File: src/rtl/sv32_ptw.sv
// sv32_ptw: Sv32 hardware page-table walker.
// Walks the two-level table over a single-outstanding read port and
// either fills the TLB or reports a page or access fault.
//
// state | meaning
// IDLE  | ready for a new walk
// L1    | reading the level-1 PTE
// L0    | reading the level-0 PTE
// DONE  | one-cycle fill + completion pulse
// FAULT | one-cycle completion pulse with a fault flag
// DRAIN | walk aborted by flush; waiting out the pending read
module sv32_ptw #(
    parameter int unsigned TIMEOUT_CYCLES = 255
) (
    input  logic        clk,
    input  logic        rst,
    input  logic [31:0] satp_i,
    input  logic        walk_req_i,
    input  logic [31:0] walk_vaddr_i,
    output logic        walk_ready_o,
    input  logic        flush_i,
    output logic        mem_req_o,
    output logic [31:0] mem_addr_o,
    input  logic        mem_ack_i,
    input  logic [31:0] mem_rdata_i,
    input  logic        mem_err_i,
    output logic        fill_req_o,
    output logic [19:0] fill_vpn_o,
    output logic [21:0] fill_ppn_o,
    output logic [6:0]  fill_perm_o,
    output logic        fill_superpage_o,
    output logic        done_o,
    output logic        page_fault_o,
    output logic        access_fault_o
);

    typedef enum logic [2:0] {
        S_IDLE,
        S_L1,
        S_L0,
        S_DONE,
        S_FAULT,
        S_DRAIN
    } state_t;

    // Last wait-count value before the read is declared lost.
    localparam logic [7:0] TIMEOUT_LAST = 8'(TIMEOUT_CYCLES - 1);

    state_t      state_q, state_d;
    logic [19:0] vpn_q, vpn_d;
    logic [31:0] addr_q, addr_d;
    logic [7:0]  cnt_q, cnt_d;
    logic        pf_q, pf_d;
    logic [19:0] fvpn_q, fvpn_d;
    logic [21:0] fppn_q, fppn_d;
    logic [6:0]  fperm_q, fperm_d;
    logic        fsp_q, fsp_d;

    logic        pte_v, pte_r, pte_w, pte_x, pte_a;
    logic        pte_leaf, pte_bad;
    logic [21:0] pte_ppn;
    logic        unused_ok;

    assign pte_v    = mem_rdata_i[0];
    assign pte_r    = mem_rdata_i[1];
    assign pte_w    = mem_rdata_i[2];
    assign pte_x    = mem_rdata_i[3];
    assign pte_a    = mem_rdata_i[6];
    assign pte_ppn  = mem_rdata_i[31:10];
    assign pte_leaf = pte_r | pte_x;
    // A/D bits are never written back, so a leaf with A=0 must fault.
    assign pte_bad  = !pte_v || (!pte_r && pte_w) || (pte_leaf && !pte_a);

    assign unused_ok = ^{satp_i[31:20], walk_vaddr_i[11:0], mem_rdata_i[9:8]};

    // State and datapath registers with synchronous reset.
    always_ff @(posedge clk) begin
        if (rst) begin
            state_q <= S_IDLE;
            vpn_q   <= '0;
            addr_q  <= '0;
            cnt_q   <= '0;
            pf_q    <= 1'b0;
            fvpn_q  <= '0;
            fppn_q  <= '0;
            fperm_q <= '0;
            fsp_q   <= 1'b0;
        end else begin
            state_q <= state_d;
            vpn_q   <= vpn_d;
            addr_q  <= addr_d;
            cnt_q   <= cnt_d;
            pf_q    <= pf_d;
            fvpn_q  <= fvpn_d;
            fppn_q  <= fppn_d;
            fperm_q <= fperm_d;
            fsp_q   <= fsp_d;
        end
    end

    // Next-state logic: PTE checks, level stepping, timeout and flush handling.
    always_comb begin
        state_d = state_q;
        vpn_d   = vpn_q;
        addr_d  = addr_q;
        cnt_d   = cnt_q;
        pf_d    = pf_q;
        fvpn_d  = fvpn_q;
        fppn_d  = fppn_q;
        fperm_d = fperm_q;
        fsp_d   = fsp_q;
        case (state_q)
            S_IDLE: begin
                if (!flush_i && walk_req_i) begin
                    vpn_d   = walk_vaddr_i[31:12];
                    addr_d  = {satp_i[19:0], walk_vaddr_i[31:22], 2'b00};
                    cnt_d   = '0;
                    state_d = S_L1;
                end
            end
            S_L1, S_L0: begin
                if (flush_i) begin
                    // Ack in the flush cycle retires the read; otherwise wait it out.
                    state_d = mem_ack_i ? S_IDLE : S_DRAIN;
                end else if (mem_ack_i) begin
                    if (mem_err_i) begin
                        pf_d    = 1'b0;
                        state_d = S_FAULT;
                    end else if (pte_bad) begin
                        pf_d    = 1'b1;
                        state_d = S_FAULT;
                    end else if (pte_leaf) begin
                        if (state_q == S_L1 && pte_ppn[9:0] != 10'd0) begin
                            pf_d    = 1'b1;
                            state_d = S_FAULT;
                        end else begin
                            fvpn_d  = vpn_q;
                            fppn_d  = pte_ppn;
                            fperm_d = mem_rdata_i[7:1];
                            fsp_d   = (state_q == S_L1);
                            state_d = S_DONE;
                        end
                    end else if (state_q == S_L1) begin
                        addr_d  = {pte_ppn[19:0], vpn_q[9:0], 2'b00};
                        cnt_d   = '0;
                        state_d = S_L0;
                    end else begin
                        pf_d    = 1'b1;
                        state_d = S_FAULT;
                    end
                end else if (cnt_q == TIMEOUT_LAST) begin
                    pf_d    = 1'b0;
                    state_d = S_FAULT;
                end else begin
                    cnt_d = cnt_q + 8'd1;
                end
            end
            S_DRAIN: begin
                if (mem_ack_i) begin
                    state_d = S_IDLE;
                end
            end
            S_DONE, S_FAULT: begin
                state_d = S_IDLE;
            end
            default: begin
                state_d = S_IDLE;
            end
        endcase
    end

    assign walk_ready_o     = (state_q == S_IDLE);
    assign mem_req_o        = (state_q == S_L1) || (state_q == S_L0) || (state_q == S_DRAIN);
    assign mem_addr_o       = addr_q;
    assign fill_vpn_o       = fvpn_q;
    assign fill_ppn_o       = fppn_q;
    assign fill_perm_o      = fperm_q;
    assign fill_superpage_o = fsp_q;
    // A flush in the completion cycle suppresses the pulse entirely.
    assign fill_req_o       = (state_q == S_DONE) && !flush_i;
    assign done_o           = ((state_q == S_DONE) || (state_q == S_FAULT)) && !flush_i;
    assign page_fault_o     = (state_q == S_FAULT) && pf_q && !flush_i;
    assign access_fault_o   = (state_q == S_FAULT) && !pf_q && !flush_i;

endmodule

File: config.mk
export PLATFORM = sky130hd
export DESIGN_NAME = sv32_ptw
export DESIGN_NICKNAME = d
export VERILOG_FILES = /design/src/rtl/sv32_ptw.sv
export SDC_FILE = /design/constraint.sdc
export NUM_CORES = 1
export LEC_CHECK = 0
export CAP_MARGIN = 20
export CORE_MARGIN = 8
export CORE_UTILIZATION = 25
export DETAILED_ROUTE_END_ITERATION = 10
export HOLD_SLACK_MARGIN = 0.06
export PLACE_DENSITY = 0.49
export SYNTH_ARGS = -nofsm -noshare
export SYNTH_HDL_FRONTEND = slang
export SYNTH_SLANG_ARGS = --single-unit
File: constraint.sdc
create_clock -name clk -period 1.93 [get_ports clk]
set_clock_uncertainty 0.1 [all_clocks]
set_input_delay 0.579 -clock clk [delete_from_list [all_inputs] [get_ports clk]]
set_output_delay 0.579 -clock clk [all_outputs]
set_load 0.02 [all_outputs]
==> results.md, run 1 <==
- Max VDD drop: 0.000441 V
- # rows: 50
- CP bufs+invs: 2
- CP max stage delay: 0.37 ns
- Final setup viols: 2
- Clock power share: 34.8%
- Core box area: 18,600 um^2
- Number of global-route vias before repair: 4,687
- Final #Nets: 834
- Synth cell types: 53
- Clock Tree Root: clkbuf_16
- Routed len/inst: 17.2 um
- Sw frac: 27.7%
- Worst r2r path cells: 9
- WP data arrival: 1.30 ns
- Post-synth top area cell: dfxtp_1
- Prevailing post-synth register cell: dfxtp_1
- Failing checks: setup timing
- Outcome: complete, but fails checks
- Seq. cell area: 2250 um^2
- Sequential share of power: 46.3%
- Post-synth EDFFs: 0
- Hold path endpoint: vpn_q[14]
- Dpl hpwl: 11.6 mm
- GPL Wtd Cong: 0.824
- Sequential area share after synthesis: 47.8%
- Crit end category: output pin
- HP Start: vpn_q[14]
- First-pass GRT wire length: 26.6 mm
- Reg-to-reg endpoint: fill_perm_o[1]
- H-tree depth: 3
- FILL cells: 1,839
- Initial antenna violation count: 1
- Register-to-register setup slack: 0.02 ns
- Final std cell area, no fill: 7900 um^2
- Synth Instances: 503
- Fin util: 42.5%
- Internal: 3.80 mW
- Share of cells above drive strength 1: 24.4%
- CTS tree: yes
- Worst setup margin: -0.0525 ns
- Clock latency on the worst-skew pair: 0.35 ns
- Die Ht: 153 um
- CP top delay family: flip-flops
- Initial DRC Count: 152
- Total routing usage reported by global routing: 14.1%
- Via count: 4,440
- Worst reg2reg startpoint: state_q[0]
- Slowest-stage cell, CP: dfxtp_4
- GRT overflow: 0
- Final max-slew violation count: 0
- Number of iterations in the first detailed-routing pass: 4
- Antenna Nets Post-Route: 0
- Post-synth top area share: 47.8%
- Worst hold path depth: 2
- Max Buffers Root-to-Sink: 2
- Seq cells post-synth: 112
- NetSw: 1.45 mW
- Port Buffers: 161
- Gate power share: 18.9%
- # IOs: 190
- Startpoint types: flip-flop
- Leak: 3.42 nW
- Synth top area cells: dfxtp_1 48%, mux2i_1 17%, nor2_1 7.5%
- Largest net degree at the start of global routing: 55
- CP cell instances: nor2_4 -> buf_6 -> and4b_1 -> buf_6
- HP Class: flip-flop to flip-flop
- Fin crit share: 103%
- Synth-to-Final Area Change: 68.6%
- Cell mode on critical path: buf_6
- Commonest cells in the netlist: 112 x dfxtp_1, 94 x nor2_1, 79 x mux2i_1
- Ys Warns: 0
- Placed Area: 7000 um^2
- CTS sink count: 112
- Area occupied by multi-input gates: 2480 um^2
- Max Cap Viol: 0
- Post-layout min period: 1.98 ns
- RSZ-0062 raised after global routing: yes
- Initial Util: 25.2%
- Syn Area/Cell: 9.32 um^2
- CP Class: flip-flop to output pin
- Die area: 23,400 um^2
- Post-Syn Area: 4690 um^2
- FMAX: 0.504 GHz
- Most common cell in the netlist: dfxtp_1
- Critical Path RT: 1.25 ns
- Hold Vio Cnt, Final: 0
- Post-route DRC: 0
- Routed WL: 16.6 mm
- Clock transition at path regs: 0.08 ns
- Num CTS Buffers: 9
- Worst-path fanout max: 5
- Async SR Flop Fraction: 0%
- Via/cell ratio: 4.58
- Power per Cell Area: 665 nW/um^2
- Die width: 153 um
==> metal layers <==
layer  routed length [um]  vias up  global-route usage [%]
met4                  248        0                    4.15
met1                 7120     2063                    16.4
met3                 1170       15                    4.65
met5                    0        -                       0
li1                     -     2213                       -
met2                 8110      149                    24.2
==> worst min-delay path: cells and delay by family (launching register included) <==
| kind | cells | cell delay [ns] |
|---|---|---|
| simple gates | 1 | 0.05 |
| compound gates | 1 | 0.05 |
| flops | 1 | 0.31 |
==> timing repair <==
action | in CTS | in global routing
resized for setup | 243 | 27
pin swaps | 20 | 9
setup buffers | 22 | 2
hold buffers | 0 | 0
endpoints found under the setup margin | 198 | 92
gates cloned | 9 | 0
==> power groups by stage <==
stage | logic (mW) | clock network, mW | registers, mW
after global placement | 0.854 | 0 | 2.49
final | 0.993 | 1.83 | 2.44
after floorplan | 0.325 | 0 | 2.55
after global routing | 1.07 | 1.99 | 2.45
after CTS | 0.973 | 1.91 | 2.44
after detailed placement | 0.858 | 0 | 2.49
==> state kept, by name, summed over array words and instances, names as in the netlist, 3 cells and up <==
| name | flops |
|---|---|
| state_q | 3 |
| fill_ppn_o | 22 |
| cnt_q | 8 |
| mem_addr_o | 30 |
| vpn_q | 20 |
| fill_vpn_o | 20 |
| fill_perm_o | 7 |
==> worst max-delay path by stage <==
stage               depth (start not counted)              to  slack, ns       startpoint
floorplan                                   6  fill_perm_o[0]       -0.1  mem_rdata_i[12]
global placement                            8  fill_perm_o[1]      -0.80  mem_rdata_i[12]
detailed placement                          8  fill_perm_o[1]      -0.87  mem_rdata_i[12]
CTS                                         9  fill_ppn_o[21]      -0.04  mem_rdata_i[19]
global route                                4    page_fault_o      -0.09       state_q[0]
finish                                      4    page_fault_o      -0.05       state_q[0]
==> final cells by class <==
type / instances / area share (%)
inverter: 3 / 0.142
sequential: 112 / 28.5
antenna: 1 / 0.0317
timing repair buffer: 254 / 32.7
tap: 234 / 3.70
multi-input combinational: 350 / 31.4
clock buffer: 9 / 2.85
clock inverter: 7 / 0.697
==> metrics by stage <==
stage	hold WS, ns	power [mW]	setup TNS (ns)	worst slack [ns]	std cells
global placement	0.346	3.34	-76.74	-0.797	923
detailed placement	0.350	3.35	-80.40	-0.869	923
finish	0.361	5.25	-0.0575	-0.0525	970
global route	0.383	5.50	-2.15	-0.0944	970
floorplan	0.336	2.87	-4.92	-0.0995	504
CTS	0.360	5.32	-0.421	-0.0440	967
==> placed cells by master, fill, tap and decap left out, types with 3 or more instances in the layout <==
| cell | count |
|---|---|
| a211oi_1 | 25 |
| a211oi_2 | 7 |
| a21oi_1 | 23 |
| a21oi_2 | 3 |
| buf_12 | 15 |
| buf_16 | 9 |
| buf_2 | 11 |
| buf_4 | 58 |
| buf_6 | 17 |
| buf_8 | 3 |
| clkbuf_16 | 9 |
| clkdlybuf4s15_2 | 3 |
| clkdlybuf4s50_1 | 55 |
| dfxtp_1 | 109 |
| dfxtp_4 | 3 |
| dlygate4sd2_1 | 81 |
| inv_1 | 3 |
| mux2i_1 | 76 |
| mux2i_2 | 3 |
| nand2_1 | 44 |
| nand3_1 | 7 |
| nor2_1 | 91 |
| nor3_2 | 3 |
| o21ai_0 | 3 |
| or3_1 | 3 |
| xnor2_1 | 3 |
==> kinds of logic after synthesis <==
kind of cell / after synthesis / share of synthesized area (%)
other: 1 / 0.0800
flip-flops: 112 / 47.8
XOR/XNOR: 6 / 1.12
multiplexers: 79 / 16.9
AO/OA/AOI/OAI: 84 / 12.4
buffers and inverters: 42 / 4.62
AND/OR/NAND/NOR: 177 / 16.5
adder cells (fa/ha/maj): 2 / 0.534
Note: power is estimated with default switching activity, not from simulation.
==> run 2, diff against run 1 <==
--- a/config.mk
+++ b/config.mk
@@ -9,7 +9,6 @@
 export CORE_MARGIN = 8
 export CORE_UTILIZATION = 25
 export DETAILED_ROUTE_END_ITERATION = 10
-export HOLD_SLACK_MARGIN = 0.06
 export PLACE_DENSITY = 0.49
 export SYNTH_ARGS = -nofsm -noshare
 export SYNTH_HDL_FRONTEND = slang
==> results of run 2 <==
The final DEF is identical to that of run 1; final timing and power are the same.
==> run 3, diff against run 2 <==
--- a/config.mk
+++ b/config.mk
@@ -10,6 +10,7 @@
 export CORE_UTILIZATION = 25
 export DETAILED_ROUTE_END_ITERATION = 10
 export PLACE_DENSITY = 0.49
+export SLEW_MARGIN = 40
 export SYNTH_ARGS = -nofsm -noshare
 export SYNTH_HDL_FRONTEND = slang
 export SYNTH_SLANG_ARGS = --single-unit
==> results of run 3 <==
The final DEF is identical to that of run 1; final timing and power are the same.
